===== config.mk =====
export PLATFORM = sky130hd
export DESIGN_NAME = wb_arbiter_flat
export DESIGN_NICKNAME = d
export VERILOG_FILES = /design/src/rtl/wb_pkg.sv /design/src/rtl/wb_arbiter_if.sv /design/src/rtl/wb_fifo.sv /design/src/rtl/wb_arbiter.sv /design/src/flat_wrapper.sv
export SDC_FILE = /design/constraint.sdc
export NUM_CORES = 1
export LEC_CHECK = 0
export ABC_AREA = 0
export CORE_ASPECT_RATIO = 0.5
export CORE_MARGIN = 1.5
export CORE_UTILIZATION = 52
export DETAILED_ROUTE_END_ITERATION = 8
export HOLD_SLACK_MARGIN = 0.15
export PLACE_DENSITY_LB_ADDON = 0.15
export SLEW_MARGIN = 20
export SYNTH_ARGS = -nofsm -noshare
export SYNTH_HDL_FRONTEND = slang
export SYNTH_HIERARCHICAL = 1
export SYNTH_SLANG_ARGS = --single-unit

===== constraint.sdc =====
create_clock -name clk -period 4.1 [get_ports clk]
set_input_delay 0.82 -clock clk [delete_from_list [all_inputs] [get_ports clk]]
set_output_delay 0.82 -clock clk [all_outputs]
set_load 0.05 [all_outputs]

===== src/rtl/wb_pkg.sv =====
// Shared types and parameter defaults for the writeback arbiter slice.
package wb_pkg;

    localparam int FIFO_DEPTH_DEFAULT   = 2;
    localparam int STARVE_LIMIT_DEFAULT = 3;

    typedef struct packed {
        logic [4:0]  rd;
        logic [31:0] data;
    } wb_entry_t;

endpackage


===== src/rtl/wb_arbiter_if.sv =====
// Bundle of ALU/LSU result, load-issue, hazard-query and register-file write signals.
interface wb_arbiter_if;

    logic        alu_valid;
    logic [4:0]  alu_rd;
    logic [31:0] alu_data;
    logic        lsu_valid;
    logic        lsu_ready;
    logic [4:0]  lsu_rd;
    logic [31:0] lsu_data;
    logic        issue_valid;
    logic [4:0]  issue_rd;
    logic [4:0]  rs1_q;
    logic [4:0]  rs2_q;
    logic        rs1_busy;
    logic        rs2_busy;
    logic        RegWEn;
    logic [4:0]  rs3;
    logic [31:0] dataW;
    logic        stall_o;
    logic        err_o;

    modport slave (
        input  alu_valid, alu_rd, alu_data,
        input  lsu_valid, lsu_rd, lsu_data,
        input  issue_valid, issue_rd, rs1_q, rs2_q,
        output lsu_ready, rs1_busy, rs2_busy,
        output RegWEn, rs3, dataW, stall_o, err_o
    );

    modport master (
        output alu_valid, alu_rd, alu_data,
        output lsu_valid, lsu_rd, lsu_data,
        output issue_valid, issue_rd, rs1_q, rs2_q,
        input  lsu_ready, rs1_busy, rs2_busy,
        input  RegWEn, rs3, dataW, stall_o, err_o
    );

endinterface


===== src/rtl/wb_fifo.sv =====
// Synchronous FIFO of writeback entries; a push into a full FIFO is accepted
// only when a pop happens in the same cycle.
module wb_fifo
    import wb_pkg::*;
#(
    parameter int DEPTH = FIFO_DEPTH_DEFAULT
) (
    input  logic      clk,
    input  logic      rst_n,
    input  logic      push,
    input  logic      pop,
    input  wb_entry_t din,
    output wb_entry_t dout,
    output logic      full,
    output logic      empty
);

    localparam int PW = (DEPTH > 1) ? $clog2(DEPTH) : 1;
    localparam int CW = $clog2(DEPTH + 1);

    wb_entry_t      mem [DEPTH];
    logic [PW-1:0]  wr_ptr;
    logic [PW-1:0]  rd_ptr;
    logic [CW-1:0]  count;
    logic           do_push;
    logic           do_pop;

    function automatic logic [PW-1:0] next_ptr(input logic [PW-1:0] p);
        return (p == PW'(DEPTH - 1)) ? '0 : p + 1'b1;
    endfunction

    assign full    = (count == CW'(DEPTH));
    assign empty   = (count == '0);
    assign do_pop  = pop && !empty;
    assign do_push = push && (!full || do_pop);
    assign dout    = mem[rd_ptr];

    always_ff @(posedge clk or negedge rst_n) begin
        if (!rst_n) begin
            wr_ptr <= '0;
            rd_ptr <= '0;
            count  <= '0;
        end else begin
            if (do_push) wr_ptr <= next_ptr(wr_ptr);
            if (do_pop)  rd_ptr <= next_ptr(rd_ptr);
            if (do_push && !do_pop)
                count <= count + 1'b1;
            else if (!do_push && do_pop)
                count <= count - 1'b1;
        end
    end

    always_ff @(posedge clk) begin
        if (do_push) mem[wr_ptr] <= din;
    end

endmodule


===== src/rtl/wb_arbiter.sv =====
// Writeback port arbiter: ALU results win, buffered LSU results fill idle
// cycles, with a starvation-driven stall and a load scoreboard.
module wb_arbiter
    import wb_pkg::*;
#(
    parameter int FIFO_DEPTH   = FIFO_DEPTH_DEFAULT,
    parameter int STARVE_LIMIT = STARVE_LIMIT_DEFAULT
) (
    input  logic         clk,
    input  logic         rst_n,
    wb_arbiter_if.slave  bus
);

    localparam int SW = $clog2(STARVE_LIMIT + 1);

    wb_entry_t      lsu_entry;
    wb_entry_t      head;
    logic           fifo_full;
    logic           fifo_empty;
    logic           lsu_push;
    logic           alu_grant;
    logic           fifo_grant;
    logic           starve_lose;
    logic           starve_hit;
    logic [SW-1:0]  starve_cnt;
    logic           stall_q;
    logic           err_q;
    logic           we_q;
    logic [4:0]     rd_q;
    logic [31:0]    data_q;
    logic [31:0]    busy;
    logic [31:0]    set_mask;
    logic [31:0]    clr_mask;

    assign lsu_entry = '{rd: bus.lsu_rd, data: bus.lsu_data};
    assign lsu_push  = bus.lsu_valid && !fifo_full;

    wb_fifo #(.DEPTH(FIFO_DEPTH)) u_fifo (
        .clk   (clk),
        .rst_n (rst_n),
        .push  (lsu_push),
        .pop   (fifo_grant),
        .din   (lsu_entry),
        .dout  (head),
        .full  (fifo_full),
        .empty (fifo_empty)
    );

    // During a stall cycle the ALU beat is dropped and the FIFO head takes the port.
    assign alu_grant   = bus.alu_valid && !stall_q;
    assign fifo_grant  = !fifo_empty && (!bus.alu_valid || stall_q);
    assign starve_lose = !fifo_empty && alu_grant;
    assign starve_hit  = starve_lose && (starve_cnt == SW'(STARVE_LIMIT - 1));

    always_ff @(posedge clk or negedge rst_n) begin
        if (!rst_n) begin
            we_q   <= 1'b0;
            rd_q   <= '0;
            data_q <= '0;
        end else if (alu_grant) begin
            we_q   <= (bus.alu_rd != 5'd0);
            rd_q   <= bus.alu_rd;
            data_q <= bus.alu_data;
        end else if (fifo_grant) begin
            we_q   <= (head.rd != 5'd0);
            rd_q   <= head.rd;
            data_q <= head.data;
        end else begin
            we_q   <= 1'b0;
        end
    end

    always_ff @(posedge clk or negedge rst_n) begin
        if (!rst_n) begin
            starve_cnt <= '0;
            stall_q    <= 1'b0;
            err_q      <= 1'b0;
        end else begin
            starve_cnt <= starve_lose ? starve_cnt + 1'b1 : '0;
            stall_q    <= starve_hit;
            err_q      <= err_q | (bus.alu_valid && stall_q);
        end
    end

    // A new load to the same register must stay pending, so the set is applied last.
    always_comb begin
        set_mask = '0;
        clr_mask = '0;
        if (bus.issue_valid && bus.issue_rd != 5'd0) set_mask[bus.issue_rd] = 1'b1;
        if (fifo_grant && head.rd != 5'd0)           clr_mask[head.rd]      = 1'b1;
    end

    always_ff @(posedge clk or negedge rst_n) begin
        if (!rst_n) busy <= '0;
        else        busy <= (busy & ~clr_mask) | set_mask;
    end

    assign bus.lsu_ready = !fifo_full;
    assign bus.rs1_busy  = (bus.rs1_q != 5'd0) && busy[bus.rs1_q];
    assign bus.rs2_busy  = (bus.rs2_q != 5'd0) && busy[bus.rs2_q];
    assign bus.RegWEn    = we_q;
    assign bus.rs3       = rd_q;
    assign bus.dataW     = data_q;
    assign bus.stall_o   = stall_q;
    assign bus.err_o     = err_q;

endmodule


===== src/flat_wrapper.sv =====
// flat-port wrapper written by rule: the top's interface ports become plain ports
module wb_arbiter_flat import wb_pkg::*;
#(
    parameter int FIFO_DEPTH   = FIFO_DEPTH_DEFAULT,
    parameter int STARVE_LIMIT = STARVE_LIMIT_DEFAULT
)
  (clk, rst_n, bus_alu_valid, bus_alu_rd, bus_alu_data, bus_lsu_valid, bus_lsu_rd, bus_lsu_data, bus_issue_valid, bus_issue_rd, bus_rs1_q, bus_rs2_q, bus_lsu_ready, bus_rs1_busy, bus_rs2_busy, bus_RegWEn, bus_rs3, bus_dataW, bus_stall_o, bus_err_o);
  wb_arbiter_if bus_i ();
  input  logic clk;
  input  logic rst_n;
  input wire logic [$bits(bus_i.alu_valid)-1:0] bus_alu_valid;
  input wire logic [$bits(bus_i.alu_rd)-1:0] bus_alu_rd;
  input wire logic [$bits(bus_i.alu_data)-1:0] bus_alu_data;
  input wire logic [$bits(bus_i.lsu_valid)-1:0] bus_lsu_valid;
  input wire logic [$bits(bus_i.lsu_rd)-1:0] bus_lsu_rd;
  input wire logic [$bits(bus_i.lsu_data)-1:0] bus_lsu_data;
  input wire logic [$bits(bus_i.issue_valid)-1:0] bus_issue_valid;
  input wire logic [$bits(bus_i.issue_rd)-1:0] bus_issue_rd;
  input wire logic [$bits(bus_i.rs1_q)-1:0] bus_rs1_q;
  input wire logic [$bits(bus_i.rs2_q)-1:0] bus_rs2_q;
  output wire logic [$bits(bus_i.lsu_ready)-1:0] bus_lsu_ready;
  output wire logic [$bits(bus_i.rs1_busy)-1:0] bus_rs1_busy;
  output wire logic [$bits(bus_i.rs2_busy)-1:0] bus_rs2_busy;
  output wire logic [$bits(bus_i.RegWEn)-1:0] bus_RegWEn;
  output wire logic [$bits(bus_i.rs3)-1:0] bus_rs3;
  output wire logic [$bits(bus_i.dataW)-1:0] bus_dataW;
  output wire logic [$bits(bus_i.stall_o)-1:0] bus_stall_o;
  output wire logic [$bits(bus_i.err_o)-1:0] bus_err_o;
  assign bus_i.alu_valid = bus_alu_valid;
  assign bus_i.alu_rd = bus_alu_rd;
  assign bus_i.alu_data = bus_alu_data;
  assign bus_i.lsu_valid = bus_lsu_valid;
  assign bus_i.lsu_rd = bus_lsu_rd;
  assign bus_i.lsu_data = bus_lsu_data;
  assign bus_i.issue_valid = bus_issue_valid;
  assign bus_i.issue_rd = bus_issue_rd;
  assign bus_i.rs1_q = bus_rs1_q;
  assign bus_i.rs2_q = bus_rs2_q;
  assign bus_lsu_ready = bus_i.lsu_ready;
  assign bus_rs1_busy = bus_i.rs1_busy;
  assign bus_rs2_busy = bus_i.rs2_busy;
  assign bus_RegWEn = bus_i.RegWEn;
  assign bus_rs3 = bus_i.rs3;
  assign bus_dataW = bus_i.dataW;
  assign bus_stall_o = bus_i.stall_o;
  assign bus_err_o = bus_i.err_o;
  wb_arbiter #(.FIFO_DEPTH(FIFO_DEPTH), .STARVE_LIMIT(STARVE_LIMIT)) u_core (.clk(clk), .rst_n(rst_n), .bus(bus_i));
endmodule

==> flow_metrics.py, run 1 <==
metrics = {
    "yosys": {
        "netlist_instances": 525,
        "ys.flop_type": "dfrtp_1",
        "avgSynthCellArea_sq_um": 13.0,
        "synth-adder-area-share_pct": 0.366,
        "synthXorXnorAreaFrac_pct": 0.640,
        "yosysUniqueCellTypes": 46,
        "syn_nets": 621,
        "synth_top_area_cell": "edfxtp_1",
        "synth_simple_gate_area_share_pct": 8.41,
        "yosysWarnings": 6,
        "ys_seq_area_share_pct": 60.6,
        "synth_area_sq_um": 6840,
        "synth_top_family_by_area": "multiplexers",
        "synthTopCellsByArea": "edfxtp_1 32%, dfrtp_1 28%, mux2i_1 8.0%",
        "yosys-top-cells-count": "77 x dfrtp_1, 74 x edfxtp_1, 73 x o21ai_1, 55 x mux2i_1, 53 x nand2_1",
        "synth_top_area_share_pct": 32.5,
        "synth_most_common_cell": "dfrtp_1",
        "ys_ff_latch": 151,
        "muxShareOfSynthArea_pct": 16.7,
        "synth_edf_count": 74,
        "async_flop_share_pct": 51.0,
        "synth_compound_area_share_pct": 10.2,
    },
    "clocking": {
        "cts_tree": "done",
        "cts.sinks": 151,
        "clockRootBuffer": "clkbuf_16",
        "postCtsSetupRepairBufs": 0,
        "cts_max_level": 4,
        "clk_latency_ns": 0.41,
        "cts_inserted_buffers": 17,
        "cts_hold_repair.buffers": 0,
        "clk_pin_slew_ns": 0.06,
        "cts_buffer_depth": 2,
        "cts_resized": 0,
    },
    "place": {
        "placedCellCount": 812,
        "post-dp-hpwl_um": 10700,
        "routabilityCongestion": 0.935,
        "portBuffers": 136,
    },
    "setup_path": {
        "reg2reg_depth": 5,
        "critPathLaunchType": "input port",
        "r2r_slack_ns": 2.03,
        "end_kind": "output port",
        "required_ns": 3.28,
        "worst-path-max-fanout": 10,
        "worstSetupPathType": "input port to output port",
        "arrival_ns": 2.81,
    },
    "global_routing": {
        "antenna_found_initial": 0,
        "grt_util_all_layers_pct": 24.4,
        "grt_overflow": 0,
        "grt_pass1_vias": 5123,
        "grt_pass1_wl_um": 25700,
        "grt_max_degree": 79,
    },
    "final_layout": {
        "multi_input_area_sq_um": 2510,
        "drive_above_1_share_pct": 14.1,
        "final_net_count": 757,
        "antenna_cells": 0,
        "final_cells": 844,
        "seqCellArea_sq_um": 4150,
        "flow.area_growth_from_synthesis_pct": 30.6,
        "n_fill_cell": 924,
    },
    "pwr": {
        "p_int_w": 0.00422,
        "max-vdd-ir-drop_v": 0.000400,
        "seq_power_share_pct": 37.3,
        "p_comb_share_pct": 38.3,
        "clkPwrFrac_pct": 24.4,
        "powerDensity_nw_per_um2": 750,
        "leakagePower_nw": 3.44,
        "netSwitchingPower_w": 0.00248,
        "p_sw_share_pct": 37.0,
    },
    "floorplanning": {
        "num_rows": 29,
        "die-area_sq_um": 13900,
        "ios": 137,
        "core-area_sq_um": 12700,
        "initial_core_util_pct": 53.7,
        "die_y_um": 84.1,
        "chipWidth_um": 165,
    },
    "routing": {
        "drtPass1Iterations": 5,
        "drcViolationCount": 0,
        "wl_met3_um": 921,
        "maxUsedRoutingLayer": "met4",
        "wl_per_cell_um": 19.1,
        "wl_met1_um": 6550,
        "viasPerCell": 5.67,
        "dr.first_iter.drc_count": 297,
        "wl_met2_um": 8300,
        "final_antenna_net_count": 0,
        "wl_um": 16100,
        "vias": 4786,
    },
    "sta": {
        "slew_viol_final": 0,
        "fin_crit_ns": 3.63,
        "max_freq_mhz": 276,
        "tns_ns": 0,
        "hold_viol_final": 0,
        "finalCritPeriodShare_pct": 88.5,
        "skew_ns": 0.0110,
        "setup_violations": 0,
        "rsz0062_at_grt": "false",
        "slew_headroom_pct": 48.0,
        "max_slew.worst_pin.slew_ns": 0.780,
    },
    "outcome": {
        "status": "finished, final reports clean",
    },
    "worst_hold_path": {
        "hp-class": "flop to flop",
        "hold_path_depth": 1,
    },
    "job": {
        "cap_viol_max_count": 0,
    },
}
-- final timing paths --
check	end	start
setup / recovery	bus_rs1_busy	bus_rs1_q[2]
hold / removal	u_core/starve_cnt[0]	u_core/starve_cnt[0]
setup reg to reg	u_core/busy[2]	u_core/u_fifo/rd_ptr
hold reg to reg	u_core/starve_cnt[0]	u_core/starve_cnt[0]
max in group asynchronous	u_core/u_fifo/rd_ptr	rst_n
min in group asynchronous	u_core/busy[13]	rst_n
-- layer usage --
| metal | up-vias | global-route usage, % |
|---|---|---|
| met3 | 25 | 6.06 |
| li1 | 2221 | - |
| met2 | 169 | 43.0 |
| met1 | 2371 | 28.8 |
| met5 | - | 0 |
| met4 | 0 | 9.66 |
-- area by class of cell --
class,count,area share (%)
multi-input combinational,341,28.1
timing repair buffer,143,15.8
tap,170,2.38
clock buffer,18,4.80
sequential,151,46.4
clock inverter,14,2.21
inverter,7,0.294
-- cells by family after synthesis --
kind of cell	after synthesis
buf+inv	33
flops	151
fa+ha+maj	2
xor+xnor	5
simple gates	116
mux	96
compound gates	122
-- placed cells by master, fill, tap and decap left out, types with 4 or more instances in the layout --
| cell type | count |
|---|---|
| buf_4 | 9 |
| clkdlybuf4s50_1 | 133 |
| clkbuf_16 | 17 |
| a221oi_1 | 4 |
| inv_1 | 6 |
| mux2_4 | 20 |
| nand3_1 | 10 |
| dfrtp_1 | 76 |
| nand2b_1 | 5 |
| inv_6 | 4 |
| nor2b_1 | 12 |
| nor2_1 | 10 |
| mux2i_1 | 55 |
| a2111oi_0 | 4 |
| o21ai_0 | 29 |
| nand4b_1 | 4 |
| nand2_1 | 53 |
| edfxtp_1 | 74 |
| o21ai_1 | 73 |
| bufinv_16 | 4 |
| mux2_2 | 17 |
-- sequential cells by signal, indices dropped and copies added, names as in the netlist --
register              cells
u_core/bus.rs3            5
u_core/bus.dataW         32
u_core/bus.RegWEn         1
u_core/u_fifo/mem        74
u_core/starve_cnt         2
u_core/bus.stall_o        1
u_core/busy              31
u_core/u_fifo/rd_ptr      1
u_core/u_fifo/count       2
u_core/bus.err_o          1
u_core/u_fifo/wr_ptr      1
-- power by group through the flow --
stage	clock network (W)	registers [W]	logic [W]
4_1_cts	0.00166	0.00250	0.00258
2_1_floorplan	0	0.00287	0.00137
3_3_place_gp	0	0.00250	0.00251
5_1_grt	0.00172	0.00255	0.00274
6_report	0.00164	0.00250	0.00256
3_5_place_dp	0	0.00252	0.00256
-- worst max-delay path: stages --
cell,delay (ns)
clkdlybuf4s50_1,0.77
buf_4,0.26
nor2b_1,0.05
a2111oi_0,0.39
a221oi_1,0.10
nand4b_1,0.13
nand3_1,0.09
buf_4,0.20
-- stage by stage --
step / setup WS (ns) / hold WS, ns / utilization, % / power, W / instance area [sq um]
floorplan: 0.772 / 0.408 / - / 0.00424 / 6840
global placement: 0.528 / 0.421 / 65.2 / 0.00501 / 8310
detailed placement: 0.490 / 0.435 / 65.2 / 0.00509 / 8310
CTS: 0.468 / 0.444 / 70.1 / 0.00674 / 8930
global route: 0.280 / 0.461 / 70.2 / 0.00701 / 8940
finish: 0.472 / 0.439 / 70.2 / 0.00670 / 8940
Note: power is estimated with default switching activity, not from simulation.
==> run 2: changes to the inputs <==
--- a/config.mk
+++ b/config.mk
@@ -9,6 +9,7 @@
 export CORE_ASPECT_RATIO = 0.5
 export CORE_MARGIN = 1.5
 export CORE_UTILIZATION = 52
+export CTS_CLUSTER_DIAMETER = 80
 export DETAILED_ROUTE_END_ITERATION = 8
 export HOLD_SLACK_MARGIN = 0.15
 export PLACE_DENSITY_LB_ADDON = 0.15
==> results of run 2 <==
Same layout as run 1: the final DEF is identical, and so are final timing and power.
